**src/rtl/cpu_arbiter.sv**
```systemverilog
// cpu_arbiter: round-robin merge of CPU_NB cpu streams into one output slot.
// Optional grant_count statistics when CPU_ARBITER_STATS_EN is defined.
//
// Ports:
//   clk, rst               clock, synchronous active-high reset
//   cpu_data_vld[CPU_NB]   per-cpu valid
//   cpu_data[CPU_NB*64]    per-cpu data, cpu i at [i*64 +: 64]
//   cpu_data_rdy[CPU_NB]   per-cpu grant, one-hot or zero
//   cpu_transactions_done  per-cpu sticky done flags
//   out_vld/out_data/out_index/out_rdy  merged output stream
//   all_done               sticky: all cpus done, slot empty, no requests
//   grant_count[CPU_NB*32] per-cpu transfer counters (stats build only)

module cpu_arbiter #(
  parameter int CPU_NB = 4
) (
  input  logic                 clk,
  input  logic                 rst,
  input  logic [CPU_NB-1:0]    cpu_data_vld,
  input  logic [CPU_NB*64-1:0] cpu_data,
  output logic [CPU_NB-1:0]    cpu_data_rdy,
  input  logic [CPU_NB-1:0]    cpu_transactions_done,
  output logic                 out_vld,
  output logic [63:0]          out_data,
  output logic [31:0]          out_index,
  input  logic                 out_rdy,
  output logic                 all_done
`ifdef CPU_ARBITER_STATS_EN
  ,
  output logic [CPU_NB*32-1:0] grant_count
`endif
);

  localparam int PW = (CPU_NB > 1) ? $clog2(CPU_NB) : 1;

  typedef enum logic {
    EMPTY = 1'b0,
    FULL  = 1'b1
  } state_t;

  state_t        state_q;
  state_t        state_d;
  logic [PW-1:0] rr_ptr;
  logic [PW-1:0] idx_q;
  logic [63:0]   data_q;

  logic          hit_hi;
  logic          hit_lo;
  logic [PW-1:0] hi_idx;
  logic [PW-1:0] lo_idx;
  logic          gnt_any;
  logic [PW-1:0] gnt_idx;
  logic [PW-1:0] rr_nxt;
  logic [63:0]   gnt_data;
  logic          slot_free;
  logic          xfer;

  // Two-pass scan: first requester at or above rr_ptr,
  // otherwise the lowest requester (the wrapped part).
  always_comb begin
    hit_hi = 1'b0;
    hit_lo = 1'b0;
    hi_idx = '0;
    lo_idx = '0;
    for (int i = 0; i < CPU_NB; i++) begin
      if (!hit_hi && cpu_data_vld[i]
          && i >= int'(rr_ptr)) begin
        hit_hi = 1'b1;
        hi_idx = PW'(i);
      end
      if (!hit_lo && cpu_data_vld[i]) begin
        hit_lo = 1'b1;
        lo_idx = PW'(i);
      end
    end
  end

  assign gnt_any = hit_hi | hit_lo;
  assign gnt_idx = hit_hi ? hi_idx : lo_idx;

  always_comb begin
    if (int'(gnt_idx) == CPU_NB - 1)
      rr_nxt = '0;
    else
      rr_nxt = gnt_idx + PW'(1);
  end

  always_comb begin
    gnt_data = '0;
    for (int i = 0; i < CPU_NB; i++) begin
      if (gnt_idx == PW'(i))
        gnt_data = cpu_data[i*64 +: 64];
    end
  end

  // Free slot: empty, or full and draining this cycle.
  assign slot_free = (state_q == EMPTY) || out_rdy;
  assign xfer      = !rst && slot_free && gnt_any;

  always_comb begin
    cpu_data_rdy = '0;
    for (int i = 0; i < CPU_NB; i++) begin
      cpu_data_rdy[i] = xfer && (gnt_idx == PW'(i));
    end
  end

  // State register
  always_ff @(posedge clk) begin
    if (rst)
      state_q <= EMPTY;
    else
      state_q <= state_d;
  end

  // Next state
  always_comb begin
    state_d = state_q;
    unique case (state_q)
      EMPTY: begin
        if (xfer)
          state_d = FULL;
      end
      FULL: begin
        if (xfer)
          state_d = FULL;
        else if (out_rdy)
          state_d = EMPTY;
      end
      default: state_d = EMPTY;
    endcase
  end

  // Outputs
  always_comb begin
    out_vld   = (state_q == FULL);
    out_data  = data_q;
    out_index = 32'(idx_q);
  end

  // Slot payload and round-robin pointer move only on a transfer.
  always_ff @(posedge clk) begin
    if (rst) begin
      data_q <= '0;
      idx_q  <= '0;
      rr_ptr <= '0;
    end else if (xfer) begin
      data_q <= gnt_data;
      idx_q  <= gnt_idx;
      rr_ptr <= rr_nxt;
    end
  end

  always_ff @(posedge clk) begin
    if (rst)
      all_done <= 1'b0;
    else if (!all_done)
      all_done <= (&cpu_transactions_done)
                  && (state_q == EMPTY)
                  && !(|cpu_data_vld);
  end

`ifdef CPU_ARBITER_STATS_EN
  for (genvar g = 0; g < CPU_NB; g++) begin : g_cnt
    always_ff @(posedge clk) begin
      if (rst)
        grant_count[g*32 +: 32] <= '0;
      else if (cpu_data_rdy[g])
        grant_count[g*32 +: 32] <=
          grant_count[g*32 +: 32] + 32'd1;
    end
  end
`endif

endmodule
```
**config.mk**
```make
export PLATFORM = sky130hd
export DESIGN_NAME = cpu_arbiter
export DESIGN_NICKNAME = d
export VERILOG_FILES = /design/src/rtl/cpu_arbiter.sv
export SDC_FILE = /design/constraint.sdc
export NUM_CORES = 1
export LEC_CHECK = 0
export BUFFER_PORTS_ARGS = -buffer_cell sky130_fd_sc_hd__buf_2
export CAP_MARGIN = 30
export CORE_AREA = 2 2 142 144
export CTS_CLUSTER_SIZE = 30
export DETAILED_ROUTE_END_ITERATION = 8
export DIE_AREA = 0 0 144 146
export GPL_TIMING_DRIVEN = 0
export PLACE_DENSITY = 0.54
export RECOVER_POWER = 100
export SYNTH_ARGS = -nofsm -noshare
export SYNTH_HDL_FRONTEND = slang
export SYNTH_SLANG_ARGS = --single-unit
```
**constraint.sdc**
```tcl
create_clock -name clk -period 2.6 [get_ports clk]
set_input_delay 0.13 -clock clk [delete_from_list [all_inputs] [get_ports clk]]
set_output_delay 0.13 -clock clk [all_outputs]
set_load 0.01 [all_outputs]
```
# --- Word-level counts from Yosys, hierarchy flattened ---
# Cells that the tools add are included.
classes:
  n_addsub: 1
  bitwise_logic: 2
  n_mux: 25
  order_cmp: 3
  n_eq_ne: 4
  reduce_logical: 29
ops:
  columns: ["operator", "n"]
  rows:
  - ["2-to-1 mux 64 bit", 4]
  - ["logical AND 1 bit", 17]
  - ["2-to-1 mux 1 bit", 14]
  - ["2-to-1 mux 2 bit", 6]
  - ["logical NOT 1 bit", 8]
  - ["equality test 2 x 1 -> 1 bit (second input constant)", 2]
  - ["equality test 2 bit (second input constant)", 2]
  - ["greater-or-equal comparator 1 x 2 -> 1 bit (first input constant)", 2]
  - ["AND reduction 4 bit", 1]
  - ["OR reduction 4 bit", 1]
  - ["adder 2 x 1 -> 2 bit (second input constant)", 1]
  - ["greater-or-equal comparator 2 bit (first input constant)", 1]
  - ["logical NOT 2 bit", 1]
  - ["case mux 1 bit (2 select lines)", 1]
  - ["logical OR 1 bit", 1]
  - ["inverter 1 bit", 1]
  - ["bitwise OR 1 bit", 1]
word_totals:
  input_bits: 267
  reg_bits: 70
  out_inout_bits: 102
  elab_cells: 69

# --- Logic depth before layout (Yosys ltp) ---
# Gate-level depths: netlist of run 1.
depth:
  word_depth: 20
  mapped_depth: 11
  depth_no_buf: 9

# --- Worst setup path after synthesis of run 1 ---
# No wires, ideal clock.
synth_path:
  kind: "reg-to-reg"
  start: "register rr_ptr[0]"
  end: "register data_q[62], in the netlist out_data[62]"
  t_required_ps: 2477
  period_less_slack_ps: 2169
  path_buffers: 2
  path_slack_ps: 431
  setup_ps: 123
  arrival_ps: 2046
  stages_incl_launch_ff: 11
  cell_sequence: "dfxtp_1 > o221a_2 > o22ai_1 > inv_1 > ha_1 > buf_2 > buf_1 > a21oi_1 > o21ai_0 > a221oi_1 > nor2_1"
synth_via:
  elab_chain_len: 20
  word_cells_on_any_way: 30
  classes_between: "order compare: 3; eq/ne: 3; mux: 12; bitwise: 1; reduce/logical: 11"
synth_rtl:
  columns: ["element", "line", "text"]
  rows:
  - ["from (decl)", "43", "logic [PW-1:0] rr_ptr;"]
  - ["from (signal assigned)", "149", "rr_ptr <= rr_nxt;"]
  - ["greater-or-equal comparator 1 x 2 -> 1 bit", "67", "&& i >= int'(rr_ptr)) begin"]
  - ["logical AND 1 bit", "67", null]
  - ["2-to-1 mux 1 bit", "66", "if (!hit_hi && cpu_data_vld[i]"]
  - ["logical NOT 1 bit", "66", null]
  - ["logical AND 1 bit", "66", null]
  - ["logical AND 1 bit", "67", null]
  - ["2-to-1 mux 1 bit", "66", null]
  - ["logical NOT 1 bit", "66", null]
  - ["[3 not listed]", null, null]
  - ["logical NOT 1 bit", "66", null]
  - ["logical AND 1 bit", "66", null]
  - ["2-to-1 mux 2 bit or 2-to-1 mux 1 bit (tied branches)", "66", null]
  - ["2-to-1 mux 2 bit *", "79", "assign gnt_idx = hit_hi ? hi_idx : lo_idx;"]
  - ["via gnt_idx[0]", "52", "logic [PW-1:0] gnt_idx;"]
  - ["logical NOT 2 bit", "91", "if (gnt_idx == PW'(i))"]
  - ["2-to-1 mux 64 bit (3 in series)", "91", null]
  - ["2-to-1 mux 64 bit *", "91", null]
  - ["to (signal assigned)", "147", "data_q <= gnt_data;"]
  - ["to (decl)", "45", "logic [63:0] data_q;"]
# The timed path passes the listed nets; every way through them passes the cells marked *.
# A chain may end at the register's enable or synchronous reset.

# --- Worst setup path in the final report of run 1 ---
layout_path:
  start: "register rr_ptr[1]"
  end: "output port cpu_data_rdy[2]"
layout_via:
  elab_chain_len: 17
  word_cells_on_any_way: 24
  classes_between: "order compare: 3; eq/ne: 1; mux: 8; bitwise: 1; reduce/logical: 11"
layout_rtl:
  columns: ["element", "line", "text"]
  rows:
  - ["greater-or-equal comparator 1 x 2 -> 1 bit", "67", null]
  - ["logical AND 1 bit", "67", null]
  - ["2-to-1 mux 1 bit", "66", null]
  - ["logical NOT 1 bit", "66", null]
  - ["logical AND 1 bit", "66", null]
  - ["logical AND 1 bit", "67", null]
  - ["2-to-1 mux 1 bit", "66", null]
  - ["logical NOT 1 bit", "66", null]
  - ["[2 not listed]", null, null]
  - ["2-to-1 mux 1 bit", "66", null]
  - ["logical NOT 1 bit", "66", null]
  - ["logical AND 1 bit", "66", null]
  - ["2-to-1 mux 2 bit or 2-to-1 mux 1 bit (tied branches)", "66", null]
  - ["2-to-1 mux 2 bit *", "79", null]
  - ["via gnt_idx[1]", "52", null]
  - ["equality test 2 bit *", "103", "cpu_data_rdy[i] = xfer && (gnt_idx == PW'(i));"]
  - ["logical AND 1 bit *", "103", null]
  - ["to (decl)", "21", "output logic [CPU_NB-1:0] cpu_data_rdy,"]
# Marks and branches as above.

==> summary.md, run 1 <==
| Metric | Value |
|---|---|
| CTS H-Tree Depth | `3` |
| Worst Tran Pin Value | `around 860 ps` |
| Leading post-synthesis cells by cell area | `dfxtp_1, a21oi_1, a221oi_1, a211o_1, buf_4` |
| GRT Total Usage | `approximately a fifth` |
| PD cells | `~740 nW/um^2` |
| Initial Utilization | `a little under a quarter` |
| CP required | `~2500 ps` |
| Register bit total from synthesis | `70` |
| Clock root buffer | `clkbuf_16` |
| Worst hold path class | `primary input to register` |
| Drt drc | `0` |
| 1st-pass router iterations | `5` |
| Final Worst Setup Slack | `about 160 ps` |
| Number of clock sinks | `70` |
| Die width | `144 um` |
| Fin crit period | `~2400 ps` |
| 1st-iter DRT viols | `about 190` |
| Period utilisation layout | `93.7%` |
| Vias in the first global route | `just under 6000` |
| Cts bufs inserted | `9` |
| Area delta synth->final | `53.7%` |
| Fin. Hold Viols | `0` |
| Max_slew headroom | `between 40% and 50%` |
| Avg WL per Cell | `between 15 and 20 um` |
| Cell area after synthesis | `4510 sq um` |
| Die area | `between 20000 and 25000 sq um` |
| Leak | `3.53 nW` |
| Fin. max-slew vios | `0` |
| Worst Path Max Fanout | `10` |
| Critical Path, Cell by Cell | `a21o_1 > a21oi_1 > o22ai_2 > inv_1 > ha_1 > clkbuf_2 > clkbuf_2 > and2_1 > buf_2` |
| Layout cells sized above 1 | `a little over a third` |
| Die height | `146 um` |
| Dpl hpwl | `17700 um` |
| Worst-skew pair later-pin latency | `340 ps` |
| Largest net degree at the start of global routing | `12` |
| Final core utilization | `between 30% and 40%` |
| Post-synthesis sequential area ratio | `a little under a third` |
| Wire length of the first global-routing pass | `about 32000 um` |
| Total Wirelength | `roughly 22000 um` |
| Hold_buf cts | `0` |
| # setup viols final | `0` |
| Buffers and inverters on the worst path | `4` |
| Clk_skew | `around 7.5 ps` |
| Most frequent CP cell | `clkbuf_2` |
| Commonest non-fill, non-tap cell in the layout | `buf_2` |
| Initial antenna violation count | `2` |
| Global route overflow | `0` |
| Pwr Total | `a little over 5 mW` |
| Synth Instances | `just under 600` |
| Placeable Area | `19300 sq um` |
| Yosys cell types | `29` |
| Most frequent cells in the layout | `buf_2, a21oi_1, clkbuf_1` |
| Post-synth top area share | `between 30 and 40%` |
| Antenna Violating Nets Remaining | `0` |
| Status | `finished, final reports clean` |
| Startpoint types | `register` |
| Clock Path Buffers | `2` |
| Vias | `approximately 6000` |
| Cell Rows | `between 50 and 60` |
| I/O Buffers | `338` |
| CTS tree | `yes` |
| Crit-path slowest cell | `dfxtp_1` |
| YS warnings | `0` |
| Vias per inst | `4.76` |
| Synth area leader | `dfxtp_1` |
| Mapped Avg Cell Area | `approximately 7.6 sq um` |
| Top delay family on crit path | `buffers and inverters` |
| Max-cap violations | `0` |
| GPL Wtd Cong | `between 0.8 and 0.9` |
| Post-CTS Setup Bufs | `0` |
| Maximum clock rate | `0.411 GHz` |
| Setup Slack @ Placement | `-273 ps` |
| Crit Path Class | `register to output pin` |
| Max incr delay on CP | `around 360 ps` |
| CP arrival | `about 2300 ps` |
| Crit. End Element | `output pin` |
| Worst-path clk slew | `about 60 ps` |
| # nets final | `~1200` |
| Ports | `around 370` |
| VDD IR max | `approximately 0.28 mV` |
[cells by family (layout without fill, tap and decap cells)]
| logic type | Yosys count | count (layout) | synth area share [%] |
|---|---|---|---|
| buffers and inverters | 163 | 517 | 17.1 |
| AO/OA/AOI/OAI | 329 | 329 | 47.4 |
| other | 1 | 32 | 0.0831 |
| adder cells (fa/ha/maj) | 4 | 4 | 1.11 |
| flip-flops | 70 | 70 | 31.1 |
| AND/OR/NAND/NOR | 25 | 25 | 3.27 |
[final timing paths]
path	cells past startpoint	startpoint	slack, ps	endpoint
hold reg to reg	2	all_done	470	all_done
hold / removal	2	rst	30	all_done
setup / recovery	9	rr_ptr[1]	160	cpu_data_rdy[2]
setup reg to reg	10	rr_ptr[0]	190	out_data[46]
[sequential cells by signal, summed over array words and instances, names as in the netlist]
register and flops:
out_vld 1, all_done 1, rr_ptr 2, idx_q 2, out_data 64
[area by class of cell]
cell class | instances | area, sq um
fillers | 2229 | 12400
multi-input cells | 388 | 2480
repair buffers | 338 | 1600
flip-flops and latches | 70 | 1400
plain buffers | 94 | 541
well taps | 265 | 332
inverters | 69 | 259
clock buffers | 12 | 246
clock inverters | 4 | 70.1
diodes | 2 | 5.00
[stage by stage]
step                TNS, ps  std cells  area [sq um]  hold WS [ps]
detailed placement   -12200       1224          6640           378
floorplan                 0        621          4620           202
global placement      -7530       1224          6640           371
global route          -12.3       1240          6930          34.9
CTS                       0       1240          6980          7.25
finish                    0       1242          6930          28.5
[where the power goes]
part	internal, mW	switching, mW
combinational	1.02	1.35
clock	0.864	0.479
sequential	1.30	0.121
[worst reg2reg max path: stages, from the launching register on]
cell and delay, ps:
dfxtp_1 340, o221a_2 320, o22ai_4 200, inv_1 110, ha_2 240, nor2b_1 150, buf_6 190, clkbuf_4 240
a221oi_1 100, a211o_1 320, a21oi_1 130
[synth_stat cells]
library cell / number
a21oi_1: 193
dfxtp_1: 70
inv_1: 68
a221oi_1: 64
a211o_1: 63
clkbuf_1: 43
buf_4: 36
buf_2: 13
nor2b_1: 5
and2_1: 4
ha_1: 4
nor2_1: 4
nand2_1: 3
nand3_1: 3
o21ai_0: 3
a21o_1: 2
o22ai_1: 2
a31oi_1: 1
and3_1: 1
and4b_1: 1
buf_1: 1
buf_6: 1
conb_1: 1
inv_2: 1
nor3_1: 1
nor3_2: 1
nor4_2: 1
o221a_2: 1
or3_1: 1
[timing repair]
| item | CTS | global route |
|---|---|---|
| resized for setup | 11 | 24 |
| pin swaps | 0 | 0 |
| endpoints found under the setup margin | 64 | 62 |
[layer usage]
metal,GRT usage (%),vias to the layer above,share of wire [%]
li1,-,2901,-
met1,22.5,2695,39
met2,35.2,269,49
met3,4.90,41,8.2
met4,8.14,0,3.1
met5,0,-,0
Note: power is estimated with default switching activity, not from simulation.
==> run 2, diff against run 1 <==
Settings changed: ABC_AREA from default to 1, CORE_AREA 2 2 142 144 to 2 2 144 146, DIE_AREA 0 0 144 146 to 0 0 146 148, PLACE_DENSITY 0.54 to 0.53.
==> summary.md, run 2 <==
| Metric | Value |
|---|---|
| Die area | `~22000 sq um` |
| RSZ-0062 raised after global routing | `true` |
| Cell area after synthesis | `between 4000 and 5000 sq um` |
| Worst hold path class | `primary input to register` |
| Layout cells sized above 1 | `33.2%` |
| Worst R2R End | `out_data[10]` |
| Count leader, synth | `nand2_1` |
| Register area | `approximately 1400 sq um` |
| 1st-iter DRT viols | `~230` |
| Max FFs per register | `64` |
| R2r setup slk | `about 230 ps` |
| Mapped Avg Cell Area | `approximately 6.3 sq um` |
| Dpl hpwl | `between 15000 and 20000 um` |
| Worst hold start | `cpu_transactions_done[3]` |
| Clk_skew | `between 6 and 7 ps` |
| Synth area leader | `dfxtp_1` |
| Initial antenna violation count | `0` |
| Worst r2r src | `rr_ptr[0]` |
| Leak | `3.54 nW` |
| Vias | `about 6100` |
| Placeable Area | `20000 sq um` |
| CP required | `2470 ps` |
| Post-synth EDFFs | `0` |
| Worst-path clk slew | `60 ps` |
| Final instance area | `between 7000 and 8000 sq um` |
| Post-synth top cells | `nand2_1, o21ai_1, dfxtp_1` |
| Cts bufs inserted | `9` |
| Async SR Flop Fraction | `0%` |
| Commonest non-fill, non-tap cell in the layout | `buf_2` |
| Fillers | `approximately 2300` |
| Vias per inst | `around 4.4` |
| Startpoint types | `register` |
| Fin. max-slew vios | `0` |
| Ports | `approximately 370` |
| # setup viols final | `0` |
| Synth Instances | `~740` |
| Global route overflow | `0` |
| Most frequent cells in the layout | `buf_2, nand2_1, o21ai_1` |
| # nets final | `between 1000 and 1500` |
| Cell Rows | `52` |
| Largest net degree at the start of global routing | `20` |
| PD cells | `between 600 and 700 nW/um^2` |
| Worst hold slack | `roughly 28 ps` |
| Initial Utilization | `23.1%` |
| Hold endpoint | `all_done` |
| Avg WL per Cell | `15.4 um` |
| Clock root buffer | `clkbuf_16` |
| GRT Total Usage | `between 10% and 20%` |
| Antenna Cells | `0` |
| 1st-pass router iterations | `4` |
| Register bit total from synthesis | `70` |
| Worst Path Max Fanout | `10` |
| Fin crit period | `around 2400 ps` |
| Worst Tran Pin Value | `a little under 700 ps` |
| Multi-input logic area | `between 2000 and 3000 sq um` |
| Crit Path Class | `register to output pin` |
| Max_slew headroom | `a little over half` |
| GPL Wtd Cong | `0.846` |
| Wire length of the first global-routing pass | `~33000 um` |
| Drt drc | `0` |
| Placed Area | `6770 sq um` |
| Antenna Violating Nets Remaining | `0` |
| Post-synth top area share | `a little under a third` |
| CTS H-Tree Depth | `3` |
| Worst-skew pair later-pin latency | `340 ps` |
| Final Worst Setup Slack | `192 ps` |
| Leading post-synthesis cells by cell area | `dfxtp_1, o21ai_1, nand2_1, a21oi_1, buf_4` |
| Number of clock sinks | `70` |
| Vias in the first global route | `roughly 6000` |
| Pwr Total | `~4.6 mW` |
| Setup Slack @ Placement | `-147 ps` |
| CP arrival | `between 2000 and 2500 ps` |
| Final core utilization | `a little over a third` |
| Status | `finished, final reports clean` |
| Yosys cell types | `24` |
| Fin. Hold Viols | `0` |
| Maximum clock rate | `approximately 0.42 GHz` |
| Crit. End Element | `output pin` |
| Die width | `about 150 um` |
| Cells on Worst Hold Path | `3` |
| I/O Buffers | `338` |
| Die height | `approximately 150 um` |
| YS warnings | `0` |
| Leading register cell type out of synthesis | `dfxtp_1` |
| Hold_buf cts | `0` |
| Period utilisation layout | `a little over 90%` |
| Area delta synth->final | `52.0%` |
| CTS tree | `yes` |
| Total Wirelength | `between 20000 and 25000 um` |
| Post-synthesis sequential area ratio | `slightly above 30%` |
| Clock Path Buffers | `2` |
| R2r worst-path depth | `15` |
| VDD IR max | `approximately 0.26 mV` |
| Max-cap violations | `0` |
-- run 2: changes by cell type in the layout (fill, tap and decap cells not counted), moves of 63 or more --
cell,before,now
nand2_1,3,206
o21ai_1,0,194
a21oi_1,193,67
a211o_1,63,0
a221oi_1,63,0
-- run 2: cells by family (layout without fill, tap and decap cells) --
| kind of cell | count (synthesis) | after routing | share of synthesized area [%] |
|---|---|---|---|
| compound gates | 264 | 264 | 28.5 |
| fa+ha+maj | 4 | 4 | 1.08 |
| buf+inv | 112 | 469 | 13.3 |
| flops | 70 | 70 | 30.2 |
| other cells | 1 | 30 | 0.0809 |
| simple gates | 288 | 288 | 26.8 |
-- run 2: how the worst max path moves through the flow --
stage | start | to | slack, ps
after CTS | rr_ptr[0] | cpu_data_rdy[2] | 0.5
after global placement | rr_ptr[0] | out_data[29] | -100
after floorplan | rr_ptr[0] | out_data[0] | 630
after detailed placement | rr_ptr[0] | out_data[29] | -150
after global routing | rr_ptr[0] | out_data[10] | -40
final | rr_ptr[0] | cpu_data_rdy[2] | 190
-- run 2: stage by stage --
stage,TNS [ps],instances
floorplan,0,768
global placement,-2030,1376
detailed placement,-2440,1376
CTS,0,1395
global route,-68.6,1395
finish,0,1395
-- run 2: per-layer routing --
layer / vias to the layer above / GRT usage (%) / wire length (um)
met5: - / 0 / 0
met1: 2618 / 22.7 / 8980
li1: 3192 / - / -
met2: 249 / 35.0 / 10500
met3: 20 / 4.72 / 1670
met4: 0 / 4.90 / 314
-- run 2: report_power, final --
| part | switching (mW) | internal (mW) | leakage [nW] | total, mW |
|---|---|---|---|---|
| Sequential | 0.112 | 1.29 | 0.581 | 1.40 |
| Combinational | 1.21 | 0.774 | 2.82 | 1.99 |
| Clock | 0.470 | 0.793 | 0.144 | 1.26 |
| Total | 1.80 | 2.85 | 3.54 | 4.65 |
-- run 2: final cells by class --
cell class / instances / share of cell area, %
timing repair buffer: 342 / 23.2
multi-input combinational: 586 / 38.9
buffer: 92 / 7.80
inverter: 19 / 1.01
clock inverter: 5 / 0.817
clock buffer: 11 / 3.59
tap: 270 / 4.79
sequential: 70 / 19.9
-- run 2: what timing repair did --
item	4_1_cts	5_1_grt
resized for setup	2	14
setup endpoints to repair	66	65
buffers inserted	4	0
pin swaps	1	0
-- run 2: critical path: stages, from the launching register on --
cell and delay [ps]:
dfxtp_1 320, inv_1 50, nand2_1 70, nand2_1 50, nand2_1 90, nand2_1 60
nand2_1 80, nand2_1 110, ha_1 230, inv_1 90, clkbuf_4 300, clkbuf_4 280
nor2_1 60, buf_2 140
